<file path="config.mk">
export PLATFORM = sky130hd
export DESIGN_NAME = alu_seq
export DESIGN_NICKNAME = d
export VERILOG_FILES = /design/src/rtl/alu_seq_pkg.sv /design/src/rtl/alu_seq_muldiv.sv /design/src/rtl/alu_seq.sv
export SDC_FILE = /design/constraint.sdc
export NUM_CORES = 1
export LEC_CHECK = 0
export BUFFER_PORTS_ARGS = -buffer_cell sky130_fd_sc_hd__buf_2
export CAP_MARGIN = 15
export CORE_UTILIZATION = 23
export DETAILED_ROUTE_END_ITERATION = 7
export GPL_TIMING_DRIVEN = 0
export PLACE_DENSITY = 0.39
export SYNTH_ARGS = -nofsm -noshare
export SYNTH_HDL_FRONTEND = slang
export SYNTH_SLANG_ARGS = --single-unit
</file>
<file path="constraint.sdc">
create_clock -name clk -period 2.9 [get_ports clk]
set_clock_uncertainty 0.1 [all_clocks]
set_input_delay 0.145 -clock clk [delete_from_list [all_inputs] [get_ports clk]]
set_output_delay 0.145 -clock clk [all_outputs]
set_load 0.05 [all_outputs]
</file>
<file path="src/rtl/alu_seq_pkg.sv">
// alu_seq shared types: opcodes, FSM states
// and status flag bit positions.
package alu_seq_pkg;

  typedef enum logic [3:0] {
    OP_ADD = 4'h0,
    OP_SUB = 4'h1,
    OP_MUL = 4'h2,
    OP_DIV = 4'h3,
    OP_AND = 4'h4,
    OP_OR  = 4'h5,
    OP_XOR = 4'h6,
    OP_NOT = 4'h7,
    OP_SHL = 4'h8,
    OP_SHR = 4'h9,
    OP_ASR = 4'hA,
    OP_SLT = 4'hB
  } op_e;

  typedef enum logic [2:0] {
    ST_IDLE,
    ST_EXEC,
    ST_MUL,
    ST_DIV,
    ST_DONE
  } state_e;

  localparam int FL_Z   = 0;
  localparam int FL_C   = 1;
  localparam int FL_V   = 2;
  localparam int FL_N   = 3;
  localparam int FL_ERR = 4;
  localparam int FL_W   = 5;

  typedef logic [FL_W-1:0] flags_t;

endpackage

</file>
<file path="src/rtl/alu_seq_muldiv.sv">
// alu_seq_muldiv: iterative engine, one bit per
// cycle; shift-add multiply, restoring divide.
module alu_seq_muldiv
  import alu_seq_pkg::*;
#(
  parameter  int W     = 8,
  localparam int CNT_W = $clog2(W) + 1
) (
  input  logic         clk,
  input  logic         rst_n,
  input  logic         ena,
  input  logic         start,
  input  logic         is_div,
  input  logic [W-1:0] a,
  input  logic [W-1:0] b,
  output logic         busy,
  output logic         done,
  output logic [W-1:0] lo,
  output logic [W-1:0] hi
);

  logic [W-1:0]     r_lo;
  logic [W-1:0]     r_hi;
  logic [W-1:0]     r_b;
  logic [CNT_W-1:0] r_cnt;
  logic             r_busy;
  logic             r_done;
  logic             r_div;

  logic [W:0] w_madd;
  logic [W:0] w_shift;
  logic [W:0] w_trial;

  // MUL: conditional add of multiplicand to high half
  assign w_madd  = {1'b0, r_hi} +
                   (r_lo[0] ? {1'b0, r_b} : '0);
  // DIV: shift next dividend bit into remainder
  assign w_shift = {r_hi, r_lo[W-1]};
  assign w_trial = w_shift - {1'b0, r_b};

  // Load on start, then iterate W times; done pulses once
  always_ff @(posedge clk) begin
    if (!rst_n) begin
      r_lo   <= '0;
      r_hi   <= '0;
      r_b    <= '0;
      r_cnt  <= '0;
      r_busy <= 1'b0;
      r_done <= 1'b0;
      r_div  <= 1'b0;
    end else if (ena) begin
      r_done <= 1'b0;
      if (start) begin
        r_lo   <= a;
        r_hi   <= '0;
        r_b    <= b;
        r_div  <= is_div;
        r_cnt  <= CNT_W'(W);
        r_busy <= 1'b1;
      end else if (r_busy) begin
        if (r_div) begin
          if (!w_trial[W]) begin
            r_hi <= w_trial[W-1:0];
            r_lo <= {r_lo[W-2:0], 1'b1};
          end else begin
            r_hi <= w_shift[W-1:0];
            r_lo <= {r_lo[W-2:0], 1'b0};
          end
        end else begin
          {r_hi, r_lo} <= {w_madd, r_lo[W-1:1]};
        end
        r_cnt <= r_cnt - CNT_W'(1);
        if (r_cnt == CNT_W'(1)) begin
          r_busy <= 1'b0;
          r_done <= 1'b1;
        end
      end
    end
  end

  assign busy = r_busy;
  assign done = r_done;
  assign lo   = r_lo;
  assign hi   = r_hi;

endmodule

</file>
<file path="src/rtl/alu_seq.sv">
// alu_seq: sequential ALU with valid/ready handshake,
// iterative MUL/DIV, status flags and accumulator.
module alu_seq
  import alu_seq_pkg::*;
#(
  parameter  int W     = 8,
  localparam int CNT_W = $clog2(W) + 1
) (
  input  logic         clk,
  input  logic         rst_n,
  input  logic         ena,
  input  logic         in_valid,
  output logic         in_ready,
  input  logic [W-1:0] op_a,
  input  logic [W-1:0] op_b,
  input  logic [3:0]   opcode,
  input  logic         use_acc,
  output logic         out_valid,
  input  logic         out_ready,
  output logic [W-1:0] result,
  output logic [W-1:0] result_hi,
  output logic [4:0]   flags
);

  state_e       r_state;
  state_e       w_state_nx;
  logic [W-1:0] r_a;
  logic [W-1:0] r_b;
  logic [3:0]   r_op;
  logic [W-1:0] r_acc;
  logic [W-1:0] r_res;
  logic [W-1:0] r_res_hi;
  flags_t       r_flags;

  logic         w_accept;
  logic         w_is_mul;
  logic         w_is_div;
  logic         w_div0;
  logic         w_start;
  logic [W-1:0] w_a_eff;
  logic         w_md_done;
  logic         w_xfer;

  logic         w_eng_busy;
  logic         w_eng_done;
  logic [W-1:0] w_eng_lo;
  logic [W-1:0] w_eng_hi;

  logic [W:0]       w_sum;
  logic [W:0]       w_dif;
  logic [W:0]       w_shl;
  logic [W:0]       w_shr;
  logic [W:0]       w_asr;
  logic [CNT_W-2:0] w_sh;

  logic [W-1:0] w_res;
  logic [W-1:0] w_res_hi;
  logic         w_c;
  logic         w_v;
  logic         w_err;
  flags_t       w_flags;
  flags_t       w_md_flags;

  assign in_ready  = ena & (r_state == ST_IDLE) &
                     ~w_eng_busy;
  assign out_valid = ena & (r_state == ST_DONE);

  assign w_accept = in_valid & in_ready;
  assign w_a_eff  = use_acc ? r_acc : op_a;
  assign w_is_mul = (opcode == OP_MUL);
  assign w_is_div = (opcode == OP_DIV);
  // Divide by zero bypasses the engine entirely
  assign w_div0   = w_is_div & (op_b == '0);
  assign w_start  = w_accept &
                    (w_is_mul | (w_is_div & ~w_div0));

  assign w_md_done = w_eng_done &
                     ((r_state == ST_MUL) |
                      (r_state == ST_DIV));
  assign w_xfer    = ena & out_ready &
                     (r_state == ST_DONE);

  alu_seq_muldiv #(.W(W)) u_muldiv (
    .clk    (clk),
    .rst_n  (rst_n),
    .ena    (ena),
    .start  (w_start),
    .is_div (w_is_div),
    .a      (w_a_eff),
    .b      (op_b),
    .busy   (w_eng_busy),
    .done   (w_eng_done),
    .lo     (w_eng_lo),
    .hi     (w_eng_hi)
  );

  // State register; ena low holds the FSM
  always_ff @(posedge clk) begin
    if (!rst_n) begin
      r_state <= ST_IDLE;
    end else if (ena) begin
      r_state <= w_state_nx;
    end
  end

  // Next-state sequencing
  always_comb begin
    w_state_nx = r_state;
    unique case (r_state)
      ST_IDLE: begin
        if (w_accept) begin
          if (w_start)
            w_state_nx = w_is_mul ? ST_MUL : ST_DIV;
          else
            w_state_nx = ST_EXEC;
        end
      end
      ST_EXEC: w_state_nx = ST_DONE;
      ST_MUL:  if (w_eng_done) w_state_nx = ST_DONE;
      ST_DIV:  if (w_eng_done) w_state_nx = ST_DONE;
      ST_DONE: if (out_ready) w_state_nx = ST_IDLE;
      default: w_state_nx = ST_IDLE;
    endcase
  end

  assign w_sum = {1'b0, r_a} + {1'b0, r_b};
  assign w_dif = {1'b0, r_a} - {1'b0, r_b};
  assign w_sh  = r_b[CNT_W-2:0];
  // Extra bit on the far side catches the last bit out
  assign w_shl = {1'b0, r_a} << w_sh;
  assign w_shr = {r_a, 1'b0} >> w_sh;
  assign w_asr = $signed({r_a, 1'b0}) >>> w_sh;

  // Single-cycle op decode, evaluated during EXEC
  always_comb begin
    w_res    = '0;
    w_res_hi = '0;
    w_c      = 1'b0;
    w_v      = 1'b0;
    w_err    = 1'b0;
    unique case (1'b1)
      (r_op == OP_ADD): begin
        w_res = w_sum[W-1:0];
        w_c   = w_sum[W];
        w_v   = (r_a[W-1] == r_b[W-1]) &
                (w_sum[W-1] != r_a[W-1]);
      end
      (r_op == OP_SUB): begin
        w_res = w_dif[W-1:0];
        w_c   = w_dif[W];
        w_v   = (r_a[W-1] != r_b[W-1]) &
                (w_dif[W-1] != r_a[W-1]);
      end
      (r_op == OP_DIV): begin
        w_res    = '1;
        w_res_hi = r_a;
        w_err    = 1'b1;
      end
      (r_op == OP_AND): w_res = r_a & r_b;
      (r_op == OP_OR):  w_res = r_a | r_b;
      (r_op == OP_XOR): w_res = r_a ^ r_b;
      (r_op == OP_NOT): w_res = ~r_a;
      (r_op == OP_SHL): begin
        w_res = w_shl[W-1:0];
        w_c   = w_shl[W];
      end
      (r_op == OP_SHR): begin
        w_res = w_shr[W:1];
        w_c   = w_shr[0];
      end
      (r_op == OP_ASR): begin
        w_res = w_asr[W:1];
        w_c   = w_asr[0];
      end
      (r_op == OP_SLT): begin
        w_res = W'($signed(r_a) < $signed(r_b));
      end
      default: w_err = 1'b1;
    endcase
    w_flags         = '0;
    w_flags[FL_Z]   = (w_res == '0);
    w_flags[FL_N]   = w_res[W-1];
    w_flags[FL_C]   = w_c;
    w_flags[FL_V]   = w_v;
    w_flags[FL_ERR] = w_err;
  end

  // MUL/DIV results only set Z and N
  always_comb begin
    w_md_flags       = '0;
    w_md_flags[FL_Z] = (w_eng_lo == '0);
    w_md_flags[FL_N] = w_eng_lo[W-1];
  end

  // Operand capture, result registers, accumulator
  always_ff @(posedge clk) begin
    if (!rst_n) begin
      r_a      <= '0;
      r_b      <= '0;
      r_op     <= '0;
      r_acc    <= '0;
      r_res    <= '0;
      r_res_hi <= '0;
      r_flags  <= '0;
    end else if (ena) begin
      if (w_accept) begin
        r_a  <= w_a_eff;
        r_b  <= op_b;
        r_op <= opcode;
      end
      if (r_state == ST_EXEC) begin
        r_res    <= w_res;
        r_res_hi <= w_res_hi;
        r_flags  <= w_flags;
      end else if (w_md_done) begin
        r_res    <= w_eng_lo;
        r_res_hi <= w_eng_hi;
        r_flags  <= w_md_flags;
      end
      if (w_xfer && !r_flags[FL_ERR]) begin
        r_acc <= r_res;
      end
    end
  end

  assign result    = r_res;
  assign result_hi = r_res_hi;
  assign flags     = r_flags;

endmodule
</file>
-- After elaboration in Yosys (flattened, before gate mapping)
Index checks and enable logic that the tools add are counted.
- output and inout port bits: 23
- word-level logic and storage cells: 120
- bits of input ports: 26
- flip-flop bits (word level): 83
- reductions and logical operators: 17
- multiplexer cells: 35
- order comparisons: 1
- bitwise logic cells: 20
- $add $sub $neg: 5
- shift-type cells: 3
- equal/unequal tests: 24
- operators by type and width (kind ; number):
    8-bit two-way mux ; 14
    8-bit one-hot mux with 11 select lines ; 1
    8-bit logical NOT ; 3
    4-bit by 3-bit == test with 1-bit output, second input constant ; 4
    4-bit == test, second input constant ; 4
    1-bit AND ; 12
    4-bit by 2-bit == test with 1-bit output, second input constant ; 3
    3-bit one-hot mux with 4 select lines ; 1
    5-bit two-way mux ; 2
    2-bit AND reduction ; 5
    10-bit OR reduction ; 1
    8-bit by 8-bit adder with 9-bit output ; 1
    8-bit by 9-bit adder with 9-bit output ; 1
    1-bit two-way mux ; 9
    3-bit two-way mux ; 3
    8-bit by 3-bit left shift with 9-bit output ; 1
    9-bit by 3-bit right shift with 9-bit output ; 1
    9-bit by 3-bit >>> shifter with 9-bit output ; 1
    8-bit by 8-bit subtractor with 9-bit output ; 1
    9-bit by 8-bit subtractor with 9-bit output ; 1
    8-bit AND ; 1
    4-bit by 1-bit == test with 1-bit output, second input constant ; 2
    8-bit less-than comparator ; 1
    4-bit two-way mux ; 2
    other kinds (23) ; 30

-- Logic depth before layout (Yosys ltp)
- depth in word-level cells: 9
- mapped depth: 12
- mapped depth without buffers: 11

-- Modules after synthesis
A second synthesis with hierarchy kept.
- cells, all modules: 879
- area total of the unflattened synthesis: 6820.3 um^2
- by module, submodules not included (module ; cells each ; instances ; seq. area each (um^2) ; area each (um^2)):
    alu_seq ; 593 ; 1 ; 1021.0 ; 4541.9
    alu_seq_muldiv ; 286 ; 1 ; 620.6 ; 2278.4

-- Least setup slack after synthesis
OpenSTA, ideal clock, no wires.
- path type: reg-to-reg
- start: register r_state[2]
- end: register r_b[0]
- required time: 2.678 ns
- cell stages (with the launch flop): 7
- setup slack: -0.034 ns
- clock period less this slack: 2.934 ns
- buffers on the path: 1
- library setup time: 0.122 ns
- arrival: 2.712 ns
- path through: dfxtp_1 nand2b_1 nor4_1 nand2_1 clkbuf_1 nand2_1 a21boi_0
- longest elaborated chain between the ends: 5
- ends and longest elaborated chain (item ; RTL line ; text):
    start: declaration ; alu_seq.sv:25 ; state_e r_state;
    start signal: assignment ; alu_seq.sv:102 ; r_state <= w_state_nx;
    3-bit logical NOT ; alu_seq.sv:64 ; assign in_ready = ena & (r_state == ST_IDLE) &
    1-bit AND (2 in series) ; alu_seq.sv:64 ;
    via in_ready ; alu_seq.sv:13 ; output logic in_ready,
    1-bit AND ; alu_seq.sv:68 ; assign w_accept = in_valid & in_ready;
    2-bit AND reduction (no source line) ; - ;
    end signal: assignment ; alu_seq.sv:208 ; r_b <= op_b;
    end: declaration ; alu_seq.sv:28 ; logic [W-1:0] r_b;
The timed path passes the listed nets, and every way through them passes these cells.
A chain may end at the register's enable or synchronous reset.

-- Worst setup path after layout
- start: register r_op[2]
- end: register r_res[3], in the netlist result[3]
- longest elaborated chain between the ends: 3
- elaborated cells between the ends (all ways): 13
- classes of those cells: eq/ne: 10; mux: 2; reduce/logical: 1
- ends and longest elaborated chain (item ; RTL line ; text):
    start: declaration ; alu_seq.sv:29 ; logic [3:0] r_op;
    start signal: assignment ; alu_seq.sv:209 ; r_op <= opcode;
    4-bit == test (tied with other cells) ; alu_seq.sv:175 ; (r_op == OP_SLT): begin
    8-bit one-hot mux with 11 select lines (*) ; alu_seq.sv:141 ; unique case (1'b1)
    8-bit two-way mux (*) ; alu_seq.sv:211 ; if (r_state == ST_EXEC) begin
    end signal: assignment ; alu_seq.sv:212 ; r_res <= w_res;
    end signal: assignment ; alu_seq.sv:216 ; r_res <= w_eng_lo;
    end: declaration ; alu_seq.sv:31 ; logic [W-1:0] r_res;
Mark *: on every way between the ends. The rest lies on a longest branch, timed or not.

==> qor.yml <==
status: "complete, but fails checks"
failed_checks: "negative setup slack"
slowest_delay_ps: 720
clock-root-buffer: "clkbuf_16"
final_net_count: 961
grt_pass1_wl_um: 38300
diodes: 0
syn_avg_cell_area_sq_um: 8.20
cts_max_level: 3
cts_num_sinks: 82
vias: 6338
peakVddDrop_v: 0.000261
crit_path_end_kind: "flop"
core_region_area_sq_um: 28100
clk_pin_slew_ps: 60
cts_buffers: 9
design_area_sq_um: 8130
synth_ff_type: "dfxtp_1"
syn_inst: 810
drt_iter0_markers: 454
setup_slack_ps: -8.13
synth_warnings: 0
synth_commonest_cells: "nand2_1 (107), dfxtp_1 (82), ha_1 (44), inv_1 (43), mux2i_1 (42)"
dieWidth_um: 172
area_growth_syn_to_layout_pct: 22.3
crit_required_ps: 3090
cts_max_path_buffers: 2
die-area_sq_um: 29600
netlist.area_leader.share: 0.247
crit_arrival_ps: 3100
powerDensity_nw_per_um2: 408
ys_ff_latch: 82
rsz0062_at_grt: "true"
grt_pass1_vias: 6201
antenna_found_initial: 0
crit_type: "reg -> reg"
io_pins: 49
grtUsageTotal: 0.174
port-buffer-count: 47
rows: 61
fmax_ghz: 0.344
cts_tree: "built"
final_util: 0.289
viasPerCell: 4.99
hold_violations: 0
syn_area_sq_um: 6650
place_area_sq_um: 7370
maxSlewHeadroom: 0.363
die_y_um: 172
finalCritPeriodShare: 1.00
clk_latency_ps: 350
async_flop_share: 0
setup_viol: 1
path_cells: "buf_2 > nor2b_1 > nand2_1 > o31ai_1 > a211oi_4 > buf_4 > buf_4 > nor3_1 > a21oi_1 > nor2b_1"
cp_max_fo: 10
crit_path_start_kind: "flop"
worst_pin_slew_ps: 953
synth_edf_count: 0
grt_overflow: 0
p_leak_nw: 3.33
post-synth-top-area-cell: "dfxtp_1"
ys_types: 77
drv_cap: 0
synth_nets: 884
gp_congestion: 0.871
layoutNonFillerInstCount: 1270
period_minus_slack_ps: 2910
min_path_type: "in -> reg"
drive_above_1_share: 0.191
drc: 0
post_drt_wl_per_cell_um: 19.8
finalSetupTns_ps: -8.13
dp.cells: 1235
ys_seq_area_frac: 0.247
wirelength_um: 25100
total_power_mw: 3.32
synth_area_leaders: "dfxtp_1 (25%), ha_1 (8.3%), mux2i_1 (6.3%)"
grt_max_degree: 15
initial_core_util: 0.237
critical_path.slowest_cell: "o31ai_1"
synth.most_common_cell: "nand2_1"
hpwl_um: 19700
ant_nets: 0
firstDrtPassIters: 5
finalMaxSlewViolations: 0
## cells by family after synthesis
logic type,synth area share
xor+xnor,0.0250
simple gates,0.222
compound gates,0.225
mux,0.115
fa+ha+maj,0.0949
buf+inv,0.0714
flops,0.247
## placed cells by master, fill, tap and decap left out, types with 11 or more instances in the layout
cell	netlist	routed
o211ai_1	19	19
and2_1	15	15
clkbuf_1	39	31
nand2_1	107	107
nand3_1	20	20
buf_4	3	15
dfxtp_1	82	71
nor2_1	41	41
and3_1	11	11
dlygate4sd3_1	0	11
nor3b_1	12	12
ha_1	44	37
o21ai_0	27	24
mux2i_1	42	42
a21boi_0	29	29
inv_1	43	40
nor3_1	12	12
buf_2	13	55
nor2b_1	24	24
nand2b_1	11	11
a21oi_1	32	29
## sequential cells by signal, summed over array words and instances (netlist names), 5 cells and up
signal,cells
result_hi,8
result,7
u_muldiv.r_b,8
u_muldiv.hi,8
u_muldiv.lo,8
r_acc,8
r_a,8
flags,5
r_b,8
## critical path: cells and delay by family (launching register included)
kind | cells | cell delay [ps]
DFF | 1 | 310
buffers and inverters | 3 | 490
and+or+nand+nor | 4 | 1080
AOI/OAI and AO/OA | 3 | 860
## repair_timing
action                                 4_1_cts  5_1_grt
buffers inserted                             8        5
pin swaps                                    6       15
endpoints found under the hold margin       16        0
resized for setup                           45       26
hold buffers                                11        0
setup endpoints to repair                   18       15
## final timing paths
kind / to / slack, ps / cells past startpoint / start
max: result[3]$_SDFFE_PN0P_ / -8 / 10 / r_op[2]$_SDFFE_PN0P_
min: u_muldiv.r_div$_SDFFE_PN0P_ / 20 / 3 / opcode[0]
max reg2reg: result[3]$_SDFFE_PN0P_ / -8 / 10 / r_op[2]$_SDFFE_PN0P_
min reg2reg: flags[2]$_SDFFE_PN0P_ / 360 / 2 / flags[2]$_SDFFE_PN0P_
## layout make-up
class / count / area (sq um)
timing repair buffer: 71 / 450
multi-input combinational: 621 / 4690
tap: 378 / 473
fill: 3121 / 20000
buffer: 58 / 342
sequential: 82 / 1670
inverter: 44 / 174
clock buffer: 11 / 253
clock inverter: 5 / 85.1
## power by group
part	internal, mW	leakage, nW	switching [mW]	total [mW]
logic	0.314	2.49	0.476	0.790
registers	1.16	0.670	0.0491	1.21
clock network	0.807	0.162	0.512	1.32
## per-stage QoR
stage / setup WS [ps] / hold WS [ps]
floorplan: 178 / 189
global placement: -785 / 334
detailed placement: -783 / 339
CTS: 3.49 / 13.3
global route: -44.6 / 30.2
finish: -8.13 / 15.3
## metal layers
metal  track usage  share of wire
met1         0.256           0.51
met2         0.260           0.43
met3        0.0227          0.043
met4        0.0523          0.019
met5             0              0
(Power assumes the default switching activity.)
